<file path="src/rtl/i2c_apb_regfile_if.sv">
// APB3 slave bundle between the fabric and the I2C controller register file.
interface i2c_apb_regfile_if;
  logic        psel;
  logic        penable;
  logic        pwrite;
  logic [11:0] paddr;
  logic [31:0] pwdata;
  logic [31:0] prdata;
  logic        pready;
  logic        pslverr;

  modport master (
    output psel, penable, pwrite, paddr, pwdata,
    input  prdata, pready, pslverr
  );

  modport slave (
    input  psel, penable, pwrite, paddr, pwdata,
    output prdata, pready, pslverr
  );
endinterface

</file>
<file path="src/rtl/i2c_apb_regfile.sv">
// APB3 register file for the I2C controller: FIFO-guarded data ports, W1C interrupts,
// soft-reset sequencer and timing registers feeding the bit engine.
//
// state      | meaning
// -----------+--------------------------------------------------------------
// ST_IDLE    | no transfer in progress (covers the APB setup cycle)
// ST_ACCESS  | first access cycle: writes complete, reads capture prdata
// ST_RD_WAIT | second access cycle of a read: registered prdata presented
module i2c_apb_regfile #(
  parameter int          FIFO_AW     = 4,
  parameter int          NUM_IRQ     = 8,
  parameter int          TIM_W       = 32,
  parameter int unsigned TIM_RST     = 50,
  parameter int          SRST_CYCLES = 10
) (
  input  logic                   clk,
  input  logic                   rstn,
  i2c_apb_regfile_if.slave       apb,
  output logic                   o_irq,
  input  logic [FIFO_AW:0]       i_tx_fifo_ocy,
  output logic                   o_tx_fifo_wr,
  output logic [9:0]             o_tx_fifo_wdat,
  input  logic [FIFO_AW:0]       i_rx_fifo_ocy,
  output logic                   o_rx_fifo_rd,
  input  logic [7:0]             i_rx_fifo_rdat,
  output logic [FIFO_AW:0]       o_rx_fifo_pirq,
  output logic [9:0]             o_slv_adr,
  output logic                   o_srstn,
  output logic [6:0]             o_cr,
  input  logic [6:0]             i_cr_set,
  input  logic [6:0]             i_cr_clr,
  input  logic [7:0]             i_sr,
  input  logic [NUM_IRQ-1:0]     i_irq_req,
  output logic [8*TIM_W-1:0]     o_tim
);

  localparam int SRST_W = $clog2(SRST_CYCLES + 1);
  localparam logic [FIFO_AW:0] FIFO_FULL = {1'b1, {FIFO_AW{1'b0}}};

  // word addresses (byte address >> 2)
  localparam logic [9:0] W_GIE   = 10'h007;
  localparam logic [9:0] W_ISR   = 10'h008;
  localparam logic [9:0] W_IER   = 10'h00A;
  localparam logic [9:0] W_SRST  = 10'h010;
  localparam logic [9:0] W_CR    = 10'h040;
  localparam logic [9:0] W_SR    = 10'h041;
  localparam logic [9:0] W_TXR   = 10'h042;
  localparam logic [9:0] W_RXD   = 10'h043;
  localparam logic [9:0] W_ADR   = 10'h044;
  localparam logic [9:0] W_TXOCY = 10'h045;
  localparam logic [9:0] W_RXOCY = 10'h046;
  localparam logic [9:0] W_TEN   = 10'h047;
  localparam logic [9:0] W_PIRQ  = 10'h048;
  localparam logic [9:0] W_TIM0  = 10'h04A;
  localparam logic [9:0] W_TIM7  = 10'h051;

  typedef enum logic [1:0] {
    ST_IDLE,
    ST_ACCESS,
    ST_RD_WAIT
  } state_t;

  state_t              r_state;
  state_t              w_next;

  logic                r_gie;
  logic [NUM_IRQ-1:0]  r_isr;
  logic [NUM_IRQ-1:0]  r_ier;
  logic [6:0]          r_cr;
  logic [9:0]          r_txr;
  logic [6:0]          r_adr;
  logic [2:0]          r_ten_adr;
  logic [FIFO_AW:0]    r_rx_pirq;
  logic [TIM_W-1:0]    r_tim [8];
  logic [SRST_W-1:0]   r_srst_cnt;
  logic [31:0]         r_prdata;
  logic                r_rd_err;

  logic [9:0]          w_word;
  logic                w_tim_hit;
  logic [2:0]          w_tim_idx;
  logic                w_tx_full;
  logic                w_rx_empty;
  logic [31:0]         w_rdata;
  logic                w_rd_err;
  logic                w_wr_err;
  logic                w_ro;
  logic                w_mapped;
  logic                w_acc;
  logic                w_wr_en;
  logic                w_rd_first;
  logic                w_key;
  logic [NUM_IRQ-1:0]  w_w1c;
  logic                w_pready;
  logic                w_pslverr;

  assign w_word     = apb.paddr[11:2];
  assign w_tim_hit  = (w_word >= W_TIM0) && (w_word <= W_TIM7);
  // W_TIM0 has [2:0]=3'b010, so the slot index wraps modulo 8
  assign w_tim_idx  = w_word[2:0] - 3'd2;
  assign w_tx_full  = (i_tx_fifo_ocy == FIFO_FULL);
  assign w_rx_empty = (i_rx_fifo_ocy == '0);

  always_comb begin
    w_rdata  = '0;
    w_rd_err = 1'b0;
    w_wr_err = 1'b0;
    w_ro     = 1'b0;
    w_mapped = 1'b1;
    case (w_word)
      W_GIE:   w_rdata = {r_gie, 31'b0};
      W_ISR:   w_rdata = 32'(r_isr);
      W_IER:   w_rdata = 32'(r_ier);
      W_SRST:  w_rd_err = 1'b1;
      W_CR:    w_rdata = {25'b0, r_cr};
      W_SR: begin
        w_rdata = {24'b0, i_sr};
        w_ro    = 1'b1;
      end
      W_TXR: begin
        w_rdata  = {22'b0, r_txr};
        w_wr_err = w_tx_full;
      end
      W_RXD: begin
        w_ro     = 1'b1;
        w_rd_err = w_rx_empty;
        w_rdata  = {24'b0, i_rx_fifo_rdat};
      end
      W_ADR:   w_rdata = {24'b0, r_adr, 1'b0};
      W_TXOCY: begin
        w_rdata = 32'(i_tx_fifo_ocy);
        w_ro    = 1'b1;
      end
      W_RXOCY: begin
        w_rdata = 32'(i_rx_fifo_ocy);
        w_ro    = 1'b1;
      end
      W_TEN:   w_rdata = {29'b0, r_ten_adr};
      W_PIRQ:  w_rdata = 32'(r_rx_pirq);
      default: begin
        if (w_tim_hit) w_rdata = 32'(r_tim[w_tim_idx]);
        else           w_mapped = 1'b0;
      end
    endcase
    if (!w_mapped) begin
      w_rd_err = 1'b1;
      w_wr_err = 1'b1;
    end
    if (w_ro)     w_wr_err = 1'b1;
    if (w_rd_err) w_rdata  = '0;
  end

  assign w_acc      = (r_state == ST_ACCESS) && apb.psel && apb.penable;
  assign w_wr_en    = w_acc && apb.pwrite && !w_wr_err;
  assign w_rd_first = w_acc && !apb.pwrite;
  assign w_key      = w_wr_en && (w_word == W_SRST) && (apb.pwdata == 32'h0000_000A);
  assign w_w1c      = (w_wr_en && (w_word == W_ISR)) ? apb.pwdata[NUM_IRQ-1:0] : '0;

  always_ff @(posedge clk or negedge rstn) begin
    if (!rstn) r_state <= ST_IDLE;
    else       r_state <= w_next;
  end

  always_comb begin
    w_next    = r_state;
    w_pready  = 1'b1;
    w_pslverr = 1'b0;
    case (r_state)
      ST_IDLE: begin
        if (apb.psel && !apb.penable) w_next = ST_ACCESS;
      end
      ST_ACCESS: begin
        if (!(apb.psel && apb.penable)) begin
          w_next = ST_IDLE;
        end else if (apb.pwrite) begin
          w_pslverr = w_wr_err;
          w_next    = ST_IDLE;
        end else begin
          w_pready = 1'b0;
          w_next   = ST_RD_WAIT;
        end
      end
      ST_RD_WAIT: begin
        w_pslverr = r_rd_err;
        w_next    = ST_IDLE;
      end
      default: w_next = ST_IDLE;
    endcase
  end

  always_ff @(posedge clk or negedge rstn) begin
    if (!rstn) begin
      r_prdata <= '0;
      r_rd_err <= 1'b0;
    end else if (w_rd_first) begin
      r_prdata <= w_rdata;
      r_rd_err <= w_rd_err;
    end
  end

  always_ff @(posedge clk or negedge rstn) begin
    if (!rstn) begin
      r_gie     <= 1'b0;
      r_ier     <= '0;
      r_adr     <= '0;
      r_ten_adr <= '0;
      r_rx_pirq <= (FIFO_AW+1)'(1);
      for (int i = 0; i < 8; i++) r_tim[i] <= TIM_W'(TIM_RST);
    end else if (w_wr_en) begin
      case (w_word)
        W_GIE:  r_gie     <= apb.pwdata[31];
        W_IER:  r_ier     <= apb.pwdata[NUM_IRQ-1:0];
        W_ADR:  r_adr     <= apb.pwdata[7:1];
        W_TEN:  r_ten_adr <= apb.pwdata[2:0];
        W_PIRQ: r_rx_pirq <= apb.pwdata[FIFO_AW:0];
        default: begin
          if (w_tim_hit) r_tim[w_tim_idx] <= TIM_W'(apb.pwdata);
        end
      endcase
    end
  end

  // registers owned jointly by the bus and the core; the soft-reset key clears them
  always_ff @(posedge clk or negedge rstn) begin
    if (!rstn) begin
      r_cr  <= '0;
      r_isr <= '0;
      r_txr <= '0;
    end else if (w_key) begin
      r_cr  <= '0;
      r_isr <= '0;
      r_txr <= '0;
    end else begin
      if (w_wr_en && (w_word == W_CR)) r_cr <= apb.pwdata[6:0];
      else                             r_cr <= (r_cr | i_cr_set) & ~i_cr_clr;
      r_isr <= (r_isr & ~w_w1c) | i_irq_req;
      if (o_tx_fifo_wr) r_txr <= apb.pwdata[9:0];
    end
  end

  always_ff @(posedge clk or negedge rstn) begin
    if (!rstn)                 r_srst_cnt <= '0;
    else if (w_key)            r_srst_cnt <= SRST_W'(SRST_CYCLES);
    else if (r_srst_cnt != '0) r_srst_cnt <= r_srst_cnt - 1'b1;
  end

  assign o_tx_fifo_wr   = w_wr_en && (w_word == W_TXR);
  assign o_tx_fifo_wdat = o_tx_fifo_wr ? apb.pwdata[9:0] : r_txr;
  assign o_rx_fifo_rd   = w_rd_first && !w_rd_err && (w_word == W_RXD);
  assign o_rx_fifo_pirq = r_rx_pirq;
  assign o_slv_adr      = {r_ten_adr, r_adr};
  assign o_srstn        = (r_srst_cnt == '0);
  assign o_cr           = r_cr;
  assign o_irq          = r_gie && |(r_isr & r_ier);

  for (genvar g = 0; g < 8; g++) begin : g_tim
    assign o_tim[g*TIM_W +: TIM_W] = r_tim[g];
  end

  assign apb.prdata  = r_prdata;
  assign apb.pready  = w_pready;
  assign apb.pslverr = w_pslverr;

endmodule

</file>
<file path="src/flat_wrapper.sv">
// flat-port wrapper written by rule: the top's interface ports become plain ports
module i2c_apb_regfile_flat 
#(
  parameter int          FIFO_AW     = 4,
  parameter int          NUM_IRQ     = 8,
  parameter int          TIM_W       = 32,
  parameter int unsigned TIM_RST     = 50,
  parameter int          SRST_CYCLES = 10
)
  (clk, rstn, o_irq, i_tx_fifo_ocy, o_tx_fifo_wr, o_tx_fifo_wdat, i_rx_fifo_ocy, o_rx_fifo_rd, i_rx_fifo_rdat, o_rx_fifo_pirq, o_slv_adr, o_srstn, o_cr, i_cr_set, i_cr_clr, i_sr, i_irq_req, o_tim, apb_psel, apb_penable, apb_pwrite, apb_paddr, apb_pwdata, apb_prdata, apb_pready, apb_pslverr);
  i2c_apb_regfile_if apb_i ();
  input  logic clk;
  input  logic rstn;
  output logic o_irq;
  input  logic [FIFO_AW:0] i_tx_fifo_ocy;
  output logic o_tx_fifo_wr;
  output logic [9:0] o_tx_fifo_wdat;
  input  logic [FIFO_AW:0] i_rx_fifo_ocy;
  output logic o_rx_fifo_rd;
  input  logic [7:0] i_rx_fifo_rdat;
  output logic [FIFO_AW:0] o_rx_fifo_pirq;
  output logic [9:0] o_slv_adr;
  output logic o_srstn;
  output logic [6:0] o_cr;
  input  logic [6:0] i_cr_set;
  input  logic [6:0] i_cr_clr;
  input  logic [7:0] i_sr;
  input  logic [NUM_IRQ-1:0] i_irq_req;
  output logic [8*TIM_W-1:0] o_tim;
  input wire logic [$bits(apb_i.psel)-1:0] apb_psel;
  input wire logic [$bits(apb_i.penable)-1:0] apb_penable;
  input wire logic [$bits(apb_i.pwrite)-1:0] apb_pwrite;
  input wire logic [$bits(apb_i.paddr)-1:0] apb_paddr;
  input wire logic [$bits(apb_i.pwdata)-1:0] apb_pwdata;
  output wire logic [$bits(apb_i.prdata)-1:0] apb_prdata;
  output wire logic [$bits(apb_i.pready)-1:0] apb_pready;
  output wire logic [$bits(apb_i.pslverr)-1:0] apb_pslverr;
  assign apb_i.psel = apb_psel;
  assign apb_i.penable = apb_penable;
  assign apb_i.pwrite = apb_pwrite;
  assign apb_i.paddr = apb_paddr;
  assign apb_i.pwdata = apb_pwdata;
  assign apb_prdata = apb_i.prdata;
  assign apb_pready = apb_i.pready;
  assign apb_pslverr = apb_i.pslverr;
  i2c_apb_regfile #(.FIFO_AW(FIFO_AW), .NUM_IRQ(NUM_IRQ), .TIM_W(TIM_W), .TIM_RST(TIM_RST), .SRST_CYCLES(SRST_CYCLES)) u_core (.clk(clk), .rstn(rstn), .apb(apb_i), .o_irq(o_irq), .i_tx_fifo_ocy(i_tx_fifo_ocy), .o_tx_fifo_wr(o_tx_fifo_wr), .o_tx_fifo_wdat(o_tx_fifo_wdat), .i_rx_fifo_ocy(i_rx_fifo_ocy), .o_rx_fifo_rd(o_rx_fifo_rd), .i_rx_fifo_rdat(i_rx_fifo_rdat), .o_rx_fifo_pirq(o_rx_fifo_pirq), .o_slv_adr(o_slv_adr), .o_srstn(o_srstn), .o_cr(o_cr), .i_cr_set(i_cr_set), .i_cr_clr(i_cr_clr), .i_sr(i_sr), .i_irq_req(i_irq_req), .o_tim(o_tim));
endmodule
</file>
<file path="config.mk">
export PLATFORM = sky130hd
export DESIGN_NAME = i2c_apb_regfile_flat
export DESIGN_NICKNAME = d
export VERILOG_FILES = /design/src/rtl/i2c_apb_regfile_if.sv /design/src/rtl/i2c_apb_regfile.sv /design/src/flat_wrapper.sv
export SDC_FILE = /design/constraint.sdc
export NUM_CORES = 1
export LEC_CHECK = 0
export CAP_MARGIN = 25
export CORE_ASPECT_RATIO = 0.7
export CORE_MARGIN = 5
export CORE_UTILIZATION = 44
export CTS_BUF_LIST = sky130_fd_sc_hd__clkbuf_4
export DETAILED_ROUTE_END_ITERATION = 10
export PLACE_DENSITY = 0.83
export SYNTH_ARGS = -nofsm -noshare
export SYNTH_HDL_FRONTEND = slang
export SYNTH_SLANG_ARGS = --single-unit
</file>
<file path="constraint.sdc">
create_clock -name clk -period 8.4 [get_ports clk]
set_input_delay 1.68 -clock clk [delete_from_list [all_inputs] [get_ports clk]]
set_output_delay 1.68 -clock clk [all_outputs]
set_load 0.005 [all_outputs]
</file>
* Yosys cells after proc, flatten, opt, wreduce, memory -nomap -nowiden
Cells that the tools add are included.
** Operators by class
- Add/subtract/negate cells :: 2
- $lt $le $gt $ge :: 4
- Equal/unequal tests :: 18
- Multiplexer cells :: 35
- Bitwise gates (word level) :: 9
- Reduce and logical (&&, ||, !) cells :: 36
** Operators by type and width (count)
- $pmux W32 S13 :: 1
- $bwmux W256 :: 1
- $mux W32 :: 5
- $bmux W32 S3 :: 1
- $demux W32 S3 :: 1
- $eq A10 B7 Y1 const B :: 9
- $eq A32 B4 Y1 const B :: 1
- $eq A10 B4 Y1 const B :: 2
- $mux W10 :: 2
- $logic_and A1 B1 Y1 :: 17
- $and A8 B8 Y8 :: 2
- $mux W8 :: 2
- $mux W7 :: 2
- $reduce_or A13 Y1 :: 1
- $mux W1 :: 12
- $eq A10 B3 Y1 const B :: 1
- $eq A10 B5 Y1 const B :: 1
- $ge A10 B7 Y1 const B :: 1
- $le A10 B7 Y1 const B :: 1
- $reduce_and A2 Y1 :: 5
- $mux W4 :: 2
- $not A8 Y8 :: 1
- $or A8 B8 Y8 :: 1
- $reduce_or A8 Y1 :: 1
- other kinds (25) :: 31
** Word-level totals
- Flip-flop bits (word level) :: 344
- Bits of input ports :: 97
- Output and inout bits :: 326
- Logic and storage cells :: 124

* Depth between registers and ports, before layout
Gate-level depths: netlist (run 1).
- Depth after elaboration :: 14
- Gate-level depth with buffers :: 11

* Least setup slack after synthesis (run 1)
No wires, ideal clock.
- Kind :: input port to output port
- From :: input port apb_paddr[9]
- To :: output port o_tx_fifo_wdat[1]
- Arrival time :: 3657 ps
- Path slack :: 3063 ps
- Stages :: 7
- Path buffers :: 3
- Path through :: or4b_1 > buf_2 > or3_1 > clkbuf_2 > o311a_1 > buf_4 > mux2_2
** On the way
- Longest elaborated chain between the ends :: 10
- Elaborated cells between the ends (all ways) :: 28
** RTL lines
- from (decl) :: RTL line flat_wrapper.sv:33 : input wire logic [$bits(apb_i.paddr)-1:0] apb_paddr;
- $ge A10 B7 Y1 or $le A10 B7 Y1 (tied branches) :: RTL line i2c_apb_regfile.sv:98 : assign w_tim_hit = (w_word >= W_TIM0) && (w_word <= W_TIM7);
- $logic_and A1 B1 Y1 :: RTL line i2c_apb_regfile.sv:98
- $mux W1 :: RTL line i2c_apb_regfile.sv:141 : if (w_tim_hit) w_rdata = 32'(r_tim[w_tim_idx]);
- $mux W1 :: RTL line i2c_apb_regfile.sv:110 : case (w_word)
- $mux W1 :: RTL line i2c_apb_regfile.sv:145 : if (!w_mapped) begin
- $mux W1 :: RTL line i2c_apb_regfile.sv:149 : if (w_ro) w_wr_err = 1'b1;
- $logic_not A1 Y1 :: RTL line i2c_apb_regfile.sv:154 : assign w_wr_en = w_acc && apb.pwrite && !w_wr_err;
- $logic_and A1 B1 Y1 :: RTL line i2c_apb_regfile.sv:154
- $logic_and A1 B1 Y1 * :: RTL line i2c_apb_regfile.sv:247 : assign o_tx_fifo_wr = w_wr_en && (w_word == W_TXR);
- via o_tx_fifo_wr :: RTL line flat_wrapper.sv:16 : output logic o_tx_fifo_wr;
- $mux W10 *
- to (decl) :: RTL line flat_wrapper.sv:17 : output logic [9:0] o_tx_fifo_wdat;
The timed path passes the listed nets; every way through them passes the cells marked *.

* Worst setup path after layout (run 1)
- From :: input port apb_paddr[3]
- To :: output port apb_pslverr
** On the way
- Longest elaborated chain between the ends :: 9
- Elaborated cells between the ends (all ways) :: 27
** RTL lines
- $ge A10 B7 Y1 or $le A10 B7 Y1 (tied branches) :: RTL line i2c_apb_regfile.sv:98
- $logic_and A1 B1 Y1 :: RTL line i2c_apb_regfile.sv:98
- $mux W1 :: RTL line i2c_apb_regfile.sv:141
- $mux W1 :: RTL line i2c_apb_regfile.sv:110
- $mux W1 :: RTL line i2c_apb_regfile.sv:145
- $mux W1 * :: RTL line i2c_apb_regfile.sv:149
- $mux W1 * :: RTL line i2c_apb_regfile.sv:175 : end else if (apb.pwrite) begin
- $mux W1 * :: RTL line i2c_apb_regfile.sv:173 : if (!(apb.psel && apb.penable)) begin
- $pmux W1 S2 * :: RTL line i2c_apb_regfile.sv:168 : case (r_state)
- to (decl) :: RTL line flat_wrapper.sv:37 : output wire logic [$bits(apb_i.pslverr)-1:0] apb_pslverr;
Mark *: on every way between the ends. The rest lies on a longest branch, timed or not.

==> key figures, run 1 <==
STA
  – Worst Tran Pin Value: approximately 1.0 ns
  – Final Max Slew Viols: 0
  – Setup TNS: 0 ns
  – F_max: 142 MHz
  – Final setup violation count: 0
  – Clock Skews: around 0.033 ns
  – Min Tclk post-route: about 7.1 ns
  – Hold Vio Cnt, Final: 0
  – Period utilization: between 80 and 90%
  – Unrepaired setup endpoints after global routing: false
  – Hold WS: around 0.48 ns
  – Slew headroom: around 30%

Floorplanning
  – DIE HEIGHT: 172 µm
  – Die width: ~240 µm
  – Die ar.: between 40000 and 50000 µm²
  – Row Count: about 60
  – Boundary Pins: ~420
  – Core area: between 30000 and 40000 µm²
  – Initial Util: around 45%

Clocking
  – Max H-tree Level: 3
  – Hold_buf cts: 0
  – CTS tree: yes
  – Post-CTS Setup Inserts: 0
  – CTS sink cnt: roughly 340
  – Number of gates given a new drive strength after cts: 0
  – Worst skew pair latency: around 0.75 ns
  – Num CTS Buffers: 88
  – Max Root-Sink Buffers: 3
  – Clk pin slew, worst setup/hold paths: 0.06 ns
  – Root Buffer: clkbuf_4

Layout
  – Layout cells sized above 1: between 30 and 40%
  – Final instance area: roughly 22000 µm²
  – Most frequent cells in the layout: 417 x clkdlybuf4s50_1, 319 x dfrtp_1, 295 x mux2_2
  – Fillcell total: between 2k and 3k
  – Most common cell after layout, fill and taps aside: clkdlybuf4s50_1
  – Layout area overhead: 34.5%
  – NumNets Final: about 1.7k
  – Final std cells w/o fill: 2176

Route
  – Detail Route Antenna Nets: 0
  – Drt first pass iters: 5
  – DR DRC count: 0
  – Initial drt markers: about 820
  – Final wirelength: approximately 58000 µm
  – Vias: between 10k and 15k
  – Drt wl/cell: ~27 µm
  – Vias per Instance: about 5.8

Placement
  – DP Wirelength: 39200 µm
  – Placed instance area: between 20000 and 25000 µm²
  – Gpl congestion: between 0.9 and 1
  – Port Buffers: 420
  – Placed Cells: about 2k

Setup path
  – Setup CP Type: in -> out
  – Critical-path top delay cell: buf_4
  – Slowest cell delay on critical path: approximately 0.63 ns
  – Critical Path, Cell by Cell: buf_4 > buf_4 > nor2_1 > mux2i_1 > o21ai_0 > o31ai_1 > a31o_2 > clkdlybuf4s50_1
  – Buf/Inv on CP: 3
  – CP Capture Type: primary output
  – CP startpoint kind: primary input
  – Critical path's top delay family: buffers and inverters
  – Crit path DAT: about 5.4 ns
  – Crit path max fanout: 58
  – Critical path required time: 6.72 ns
  – Cell mode on critical path: buf_4

Yosys
  – Post-synth EDFFs: 0
  – Mapped Cells: between 1k and 1.5k
  – Ranking of synthesized cells by area: dfrtp_1 48%, mux2_2 20%, mux4_2 8.3%
  – YS warnings: 0
  – Ys async rst share: 100%
  – Post-synth net total: roughly 1.3k
  – Synth unique cells: 70
  – Mapped cell area: ~17000 µm²
  – Sequential element share of the synthesized area: between 50% and 60%
  – Synthesis-stage register bit count: about 340
  – Top cell type by total area after synthesis: dfrtp_1
  – Top FF cell, synth: dfrtp_1
  – Synthesized area per cell: between 10 and 15 µm²
  – Synth top area share: 48.2%

Power
  – Pwr per Cell Area: around 160 nW/µm²
  – VDD IR max: roughly 140 µV
  – Static leakage: roughly 10 nW
  – Total power: ~0.0035 W

Worst hold path
  – Hold/Removal Path Class: reg -> reg

Global route
  – Grt ovf: 0
  – Largest net degree at the start of global routing: approximately 170
  – Initial antenna violation count: 2
  – First-pass GRT wire length: between 80000 and 90000 µm
  – Total Routing Usage GR: between 20% and 30%
  – Vias in the first global route: between 10k and 15k

Run
  – Max Cap Violations: 0

Status
  – Status: complete, no violations
## final cells by class
| cell class | instances | area (µm²) | share of cell area, % |
|---|---|---|---|
| antenna | 1 | 2.50 | 0.0112 |
| clock buffer | 139 | 1040 | 4.69 |
| clock inverter | 24 | 159 | 0.714 |
| inverter | 10 | 37.5 | 0.169 |
| multi-input combinational | 731 | 7360 | 33.1 |
| sequential | 344 | 8640 | 38.8 |
| tap | 488 | 611 | 2.74 |
| timing repair buffer | 439 | 4400 | 19.8 |
## per-layer routing
| metal | wire, µm | share of wire (%) | track usage (%) | vias up |
|---|---|---|---|---|
| met5 | 0 | 0 | 0 | - |
| met4 | 1370 | 2.4 | 8.13 | 0 |
| met2 | 26500 | 46 | 41.6 | 606 |
| met3 | 5890 | 10 | 9.75 | 80 |
| li1 | - | - | - | 5336 |
| met1 | 24000 | 42 | 36.4 | 6522 |
## path summary, 6_finish.rpt
| kind | endpoint | slack (ns) | start | cells after the start |
|---|---|---|---|---|
| max | apb_pslverr | 1.34 | apb_paddr[3] | 8 |
| min | u_core.apb.prdata[10] | 0.48 | u_core.apb.prdata[10] | 2 |
| max reg2reg | u_core.o_tim[135] | 4.82 | u_core.r_state[1] | 7 |
| min reg2reg | u_core.apb.prdata[10] | 0.48 | u_core.apb.prdata[10] | 2 |
| max in group asynchronous | u_core.o_tim[202] | 5.99 | rstn | 2 |
| min in group asynchronous | u_core.o_tim[162] | 0.97 | rstn | 1 |
## registers in the layout (all words and copies together), names as in the netlist
name                   count
u_core.r_ten_adr           3
u_core.r_rd_err            1
u_core.r_gie               1
u_core.r_adr               7
u_core.o_tim             256
u_core.r_isr               8
u_core.r_srst_cnt          4
u_core.r_state             2
u_core.r_ier               8
u_core.r_txr              10
u_core.o_cr                7
u_core.apb.prdata         32
u_core.o_rx_fifo_pirq      5
## worst min-delay path: stages (launching register included)
cell	delay [ns]
dfrtp_1	0.34
nand2_1	0.05
o21ai_0	0.06
## power breakdown
| part | leakage [nW] | total [W] | internal (W) | switching (W) |
|---|---|---|---|---|
| registers | 4.66 | 0.00167 | 0.00167 | 0.00000775 |
| logic | 4.78 | 0.000264 | 0.000105 | 0.000159 |
| clock network | 0.714 | 0.00153 | 0.000816 | 0.000712 |
## cells in the mapped netlist, types with 4 or more instances
library cell    n
a211oi_1        4
a21boi_0       10
a21oi_1        18
a22oi_1        18
buf_1          13
buf_2          11
buf_4           4
buf_6          22
clkbuf_1       37
dfrtp_1       319
dfstp_2        25
ha_1            9
inv_1           9
mux2_1         11
mux2_2        295
mux2i_1        50
mux4_2         61
nand2_1        54
nand3_1         4
nand4_1         5
nand4b_4        4
nor2_1         35
nor2b_1         8
nor3_1         20
nor3b_1         6
nor4_1          9
nor4b_1         6
o211ai_1        5
o21ai_0        34
xnor2_1         4
## stage by stage
step / worst slack [ns] / utilization, %
2_1_floorplan: 3.06 / -
3_3_place_gp: 1.48 / 56.5
3_5_place_dp: 1.53 / 56.5
4_1_cts: 1.54 / 59.8
5_1_grt: 1.19 / 59.9
6_report: 1.34 / 59.9
## cells by family (layout without fill, tap and decap cells)
group                      Yosys count  count (layout)  share of synthesized area, %
AOI/OAI and AO/OA                  118             118                          4.78
xor gates and xnor gates             4               4                         0.212
adders and majority gates           10              10                         0.741
buffers and inverters               98             612                          3.40
DFF                                344             344                          52.2
muxes                              417             417                          32.2
other                                0               1                             0
and+or+nand+nor                    182             182                          6.49
No activity file was read; power rests on OpenSTA's default activity.
==> run 2, diff against run 1 <==
- PLACE_DENSITY: 0.83 -> 0.86
- clock period: 8.4 -> 6.35 ns (I/O delays scaled with it)
==> run 2 against run 1 <==
Against the previous run: die area unchanged; sequential share of layout area about the same; clock skew increased by 0.015 ns; highest routed layer unchanged; first-iteration DRC count increased by 14%; total power increased by 32%; critical path depth decreased by 1; largest cell class unchanged.
==> key figures, run 2 (synthesis results as in run 1) <==
Global route
  – Largest net degree at the start of global routing: 93 (was 168)
  – Met2 usage: 42.4% (was 41.6%)
  – Routing usage on met1: 36.9% (was 36.4%)
  – GR Util met3: 8.99% (was 9.75%)
  – Grt ovf: 0 (unchanged)
  – Total Routing Usage GR: 27.2% (was 27.0%)
  – Vias in the first global route: 13.3k (was 13.1k)
  – Initial antenna violation count: 3 (was 2)
  – Busiest grt layer: met2 (unchanged)
  – First-pass GRT wire length: 86100 µm (was 85400 µm)

STA
  – Worst Tran Pin Value: 1.03 ns (was 1.04 ns)
  – F_max: about 170 MHz
  – Unrepaired setup endpoints after global routing: false (unchanged)
  – Setup TNS: 0 ns (unchanged)
  – Slew headroom: 30.9% (was 30.7%)
  – Hold Vio Cnt, Final: 0 (unchanged)
  – Period utilization: roughly 92%
  – Final setup violation count: 0 (unchanged)
  – Min Tclk post-route: approximately 5.8 ns
  – Final Max Slew Viols: 0 (unchanged)
  – Clock Skews: 0.0476 ns (was 0.0327 ns)

Layout
  – Seq. cell area: 8640 µm² (unchanged)
  – Most frequent cells in the layout: 417 x clkdlybuf4s50_1, 319 x dfrtp_1, 295 x mux2_2 (unchanged)
  – Layout cells sized above 1: 33.9% (was 33.7%)
  – NumNets Final: 1729 (was 1720)
  – Max reg flops: 256 (unchanged)
  – Final core utilization: 59.9% (about the same)
  – Layout area overhead: 34.5% (about the same)
  – Fillcell total: 2891 (was 2937)
  – Final instance area: 22300 µm² (was 22200 µm²)
  – Multi-input logic area: 7360 µm² (unchanged)
  – Most common cell after layout, fill and taps aside: clkdlybuf4s50_1 (unchanged)

Clocking
  – Hold_buf cts: 0 (unchanged)
  – Num CTS Buffers: 89 (was 88)
  – CTS sink cnt: 344 (unchanged)
  – Max Root-Sink Buffers: 3 (unchanged)
  – Number of gates given a new drive strength after cts: 0 (unchanged)
  – Post-CTS Setup Inserts: 0 (unchanged)
  – Root Buffer: clkbuf_4 (unchanged)
  – Worst skew pair latency: 0.78 ns (was 0.75 ns)
  – CTS tree: yes (unchanged)
  – Clk pin slew, worst setup/hold paths: 0.08 ns (was 0.06 ns)
  – Max H-tree Level: 3 (unchanged)

Setup path
  – CP startpoint kind: primary input (unchanged)
  – Critical-path top delay cell: or4b_1 (was buf_4)
  – Crit path max fanout: 11 (was 58)
  – Critical path required time: 5.08 ns (was 6.72 ns)
  – Critical Path, Cell by Cell: clkdlybuf4s50_1 > or4b_1 > or3_1 > o311a_1 > buf_4 > mux2_2 > clkdlybuf4s50_1 (was buf_4 > buf_4 > nor2_1 > mux2i_1 > o21ai_0 > o31ai_1 > a31o_2 > clkdlybuf4s50_1)
  – Crit path DAT: 4.55 ns (was 5.38 ns)
  – CP Capture Type: primary output (unchanged)
  – Slowest cell delay on critical path: 0.69 ns (was 0.63 ns)
  – Cell mode on critical path: clkdlybuf4s50_1 (was buf_4)
  – Setup CP Type: in -> out (unchanged)

Floorplanning
  – Boundary Pins: 423 (unchanged)
  – Die ar.: 41600 µm² (unchanged)
  – Initial Util: 44.6% (unchanged)
  – Row Count: 59 (unchanged)
  – Core area: 37100 µm² (unchanged)
  – Die width: 242 µm (unchanged)
  – DIE HEIGHT: 172 µm (unchanged)

Placement
  – Gpl congestion: 0.975 (was 0.973)
  – Placed instance area: 21100 µm² (was 21000 µm²)
  – Port Buffers: 420 (unchanged)
  – DP Wirelength: 39900 µm (was 39200 µm)

Route
  – Final wirelength: 58500 µm (was 57800 µm)
  – Drt wl/cell: 26.9 µm (was 26.6 µm)
  – Vias per Instance: 5.80 (was 5.76)
  – Detail Route Antenna Nets: 0 (unchanged)
  – Drt first pass iters: 6 (was 5)
  – Vias: 12.6k (was 12.5k)
  – DR DRC count: 0 (unchanged)
  – Initial drt markers: 933 (was 819)

Status
  – Status: complete, no violations (unchanged)

Worst hold path
  – Hold/Removal Path Class: in -> async (was reg -> reg)

Power
  – Pwr per Cell Area: 206 nW/µm² (was 156 nW/µm²)
  – Static leakage: 10.2 nW (was 10.1 nW)
  – VDD IR max: 159 µV (was 138 µV)

Run
  – Max Cap Violations: 0 (unchanged)
==> run 2: cell type report <==
| class | count | area share [%] |
|---|---|---|
| inverter | 10 | 0.169 |
| timing repair buffer | 447 | 20.0 |
| tap | 488 | 2.74 |
| clock buffer | 131 | 4.42 |
| multi-input combinational | 731 | 33.1 |
| clock inverter | 22 | 0.804 |
| antenna | 2 | 0.0225 |
| sequential | 344 | 38.8 |
==> run 2: worst max-delay path: cells and delay by family <==
kind / cells / cell delay (ns)
simple gates: 2 / 1.23
mux: 1 / 0.25
buf+inv: 3 / 1.39
compound gates: 1 / 0.38
==> run 2: routing by layer <==
layer	up-vias	wire length, µm
met5	-	0
met4	0	1460
met3	91	5320
met2	556	27200
met1	6636	24600
li1	5342	-
==> run 2: through the flow <==
stage	total power, W	hold slack (ns)	instances	setup slack, ns
floorplan	0.00240	0.473	1173	1.83
global placement	0.00260	0.462	2018	0.577
detailed placement	0.00260	0.470	2019	0.552
CTS	0.00463	0.384	2172	0.549
global route	0.00478	0.390	2175	0.460
finish	0.00458	0.445	2175	0.531
==> run 2: path summary, 6_finish.rpt <==
path                                        from                     to  slack (ns)  cells past startpoint
setup / recovery                    apb_paddr[8]      o_tx_fifo_wdat[9]        0.53                      7
min in group clk           u_core.apb.prdata[17]  u_core.apb.prdata[17]        0.48                      2
setup reg to reg               u_core.r_state[1]      u_core.o_tim[216]        2.55                      7
hold / removal                              rstn       u_core.o_tim[67]        0.44                      1
max in group asynchronous                   rstn      u_core.o_tim[150]        4.55                      2
hold reg to reg            u_core.apb.prdata[17]  u_core.apb.prdata[17]        0.48                      2
==> run 2: where the power goes <==
part	switching, W	internal [W]	total, W
logic	0.000210	0.000140	0.000350
registers	0.0000103	0.00220	0.00221
clock network	0.000945	0.00107	0.00201
total	0.00117	0.00341	0.00458
==> run 3, diff against run 2 <==
- CAP_MARGIN: 25 -> 20
- CTS_CLUSTER_SIZE: default -> 20
==> run 3 against run 2 <==
Against the previous run: clock-buffer cell count fell by 4; register-to-register slack improved by 0.06 ns; die area did not move; utilization fell by 0.23 points; largest power group unchanged; combinational power barely moved; largest cell class unchanged; first-iteration DRC count fell by 17%; sequential power barely moved; sequential cell count did not move; non-clock buffer count fell by 1; clock power fell by 6%; worst setup slack got worse by 0.021 ns.
==> key figures, run 3 (synthesis results as in run 1) <==
Layout
  – Layout area overhead: 34.0% (was 34.5%)
  – Most common cell after layout, fill and taps aside: clkdlybuf4s50_1 (unchanged)
  – NumNets Final: 1724 (was 1729)
  – Final core utilization: 59.7% (was 59.9%)
  – Most frequent cells in the layout: 417 x clkdlybuf4s50_1, 319 x dfrtp_1, 295 x mux2_2 (unchanged)
  – Max reg flops: 256 (unchanged)
  – Layout cells sized above 1: 33.3% (was 33.9%)

Setup path
  – Crit path DAT: 4.57 ns (was 4.55 ns)
  – CP startpoint kind: primary input (unchanged)
  – CP Capture Type: primary output (unchanged)
  – Critical R2R Launch: u_core.r_state[1] (unchanged)
  – Setup CP Type: in -> out (unchanged)
  – Critical Path Source: apb_paddr[8] (unchanged)
  – Critical path required time: 5.08 ns (about the same)
  – Critical R2R Capture: u_core.o_tim[215] (was u_core.o_tim[216])
  – Reg2reg path depth: 7 (unchanged)
  – R2r setup slk: 2.61 ns (was 2.55 ns)
  – Crit path max fanout: 11 (unchanged)

Worst hold path
  – Hold/Removal Path Class: reg -> reg (was in -> async)
  – WHS Endpoint: u_core.apb.prdata[11]
  – Hold Path Origin: u_core.apb.prdata[11]
  – Hold Path Stages: 2

Power
  – VDD IR max: 179 µV (was 159 µV)
  – Pwr per Cell Area: 201 nW/µm² (was 206 nW/µm²)
  – Static leakage: 10.1 nW (was 10.2 nW)
  – Total power: 0.00446 W (was 0.00458 W)

Clocking
  – Num CTS Buffers: 85 (was 89)
  – Max H-tree Level: 3 (unchanged)
  – CTS tree: yes (unchanged)
  – Post-CTS Setup Inserts: 0 (unchanged)
  – Clk pin slew, worst setup/hold paths: 0.07 ns (was 0.08 ns)
  – Number of gates given a new drive strength after cts: 0 (unchanged)
  – Hold_buf cts: 0 (unchanged)
  – Root Buffer: clkbuf_4 (unchanged)
  – Worst skew pair latency: 0.76 ns (was 0.78 ns)
  – Max Root-Sink Buffers: 3 (unchanged)
  – CTS sink cnt: 344 (unchanged)

Placement
  – Gpl congestion: 0.975 (unchanged)
  – DP Wirelength: 39900 µm (about the same)
  – Port Buffers: 420 (unchanged)
  – Setup WS pre-CTS: 0.562 ns (was 0.552 ns)

Global route
  – Largest net degree at the start of global routing: 93 (unchanged)
  – First-pass GRT wire length: 85800 µm (was 86100 µm)
  – Grt ovf: 0 (unchanged)
  – Vias in the first global route: 13.3k (about the same)
  – Total Routing Usage GR: 27.1% (was 27.2%)
  – Initial antenna violation count: 2 (was 3)

Floorplanning
  – Die width: 242 µm (unchanged)
  – Core area: 37100 µm² (unchanged)
  – Boundary Pins: 423 (unchanged)
  – Initial Util: 44.6% (unchanged)
  – Die ar.: 41600 µm² (unchanged)
  – Row Count: 59 (unchanged)
  – DIE HEIGHT: 172 µm (unchanged)

STA
  – Final setup violation count: 0 (unchanged)
  – Hold Vio Cnt, Final: 0 (unchanged)
  – Unrepaired setup endpoints after global routing: false (unchanged)
  – Setup ws final: 0.509 ns (was 0.531 ns)
  – Slew headroom: 27.5% (was 30.9%)
  – Clock Skews: 0.0460 ns (was 0.0476 ns)
  – Period utilization: 92.0% (was 91.6%)
  – Final Max Slew Viols: 0 (unchanged)
  – F_max: 171 MHz (was 172 MHz)
  – Worst Tran Pin Value: 1.09 ns (was 1.03 ns)
  – Setup TNS: 0 ns (unchanged)
  – Min Tclk post-route: 5.84 ns (was 5.82 ns)

Route
  – Vias per Instance: 5.76 (was 5.80)
  – DR DRC count: 0 (unchanged)
  – Initial drt markers: 776 (was 933)
  – Drt wl/cell: 26.6 µm (was 26.9 µm)
  – Detail Route Antenna Nets: 0 (unchanged)
  – Final wirelength: 58000 µm (was 58500 µm)
  – Vias: 12.6k (about the same)
  – Drt first pass iters: 5 (was 6)

Run
  – Max Cap Violations: 0 (unchanged)

Status
  – Status: complete, no violations (unchanged)
run 3: cell count changes in the layout (fill, tap and decap cells not counted), sizes merged:
cell / delta
clkinv: +10
inv: +1
bufinv: -2
clkbuf: -4
clkinvlp: -1
buf: -1
run 3: final cells by class:
cell class | count | area, µm²
multi-input combinational | 731 | 7360
fill | 2887 | 15000
tap | 488 | 611
antenna | 2 | 5.00
sequential | 344 | 8640
clock inverter | 30 | 150
inverter | 10 | 37.5
clock buffer | 127 | 953
timing repair buffer | 446 | 4420
run 3: power by group:
group          total (W)  internal [W]  leakage (nW)  switching (W)
registers        0.00221       0.00220          4.66      0.0000101
clock network    0.00189      0.000961         0.657       0.000932
logic           0.000348      0.000139          4.80       0.000209
total            0.00446       0.00330          10.1        0.00115
run 3: worst max-delay path by stage:
stage	to	slack (ns)	cells after the start
5_1_grt	o_tx_fifo_wdat[9]	0.48	7
3_5_place_dp	o_tx_fifo_wdat[9]	0.56	7
4_1_cts	o_tx_fifo_wdat[9]	0.56	7
2_1_floorplan	o_tx_fifo_wdat[1]	1.83	7
6_report	o_tx_fifo_wdat[9]	0.51	7
3_3_place_gp	o_tx_fifo_wdat[9]	0.58	7
run 3: per-stage QoR:
stage,cell area [µm²],hold slack [ns],instances
finish,22200,0.481,2178
global route,22200,0.442,2178
CTS,22200,0.408,2176
detailed placement,21100,0.471,2019
global placement,21100,0.462,2018
floorplan,16500,0.473,1173
run 3: per-layer routing:
layer	vias to the layer above	track usage, %	wire, µm
met1	6532	37.1	24600
met2	581	42.2	26800
met5	-	0.566	0
met3	104	8.39	5050
met4	0	8.26	1610
li1	5339	-	-
run 3: critical path, stage by stage:
cell	delay (ns)
clkdlybuf4s50_1	0.60
or4b_1	0.70
or3_1	0.54
o311a_1	0.38
buf_4	0.20
mux2_2	0.25
clkdlybuf4s50_1	0.61
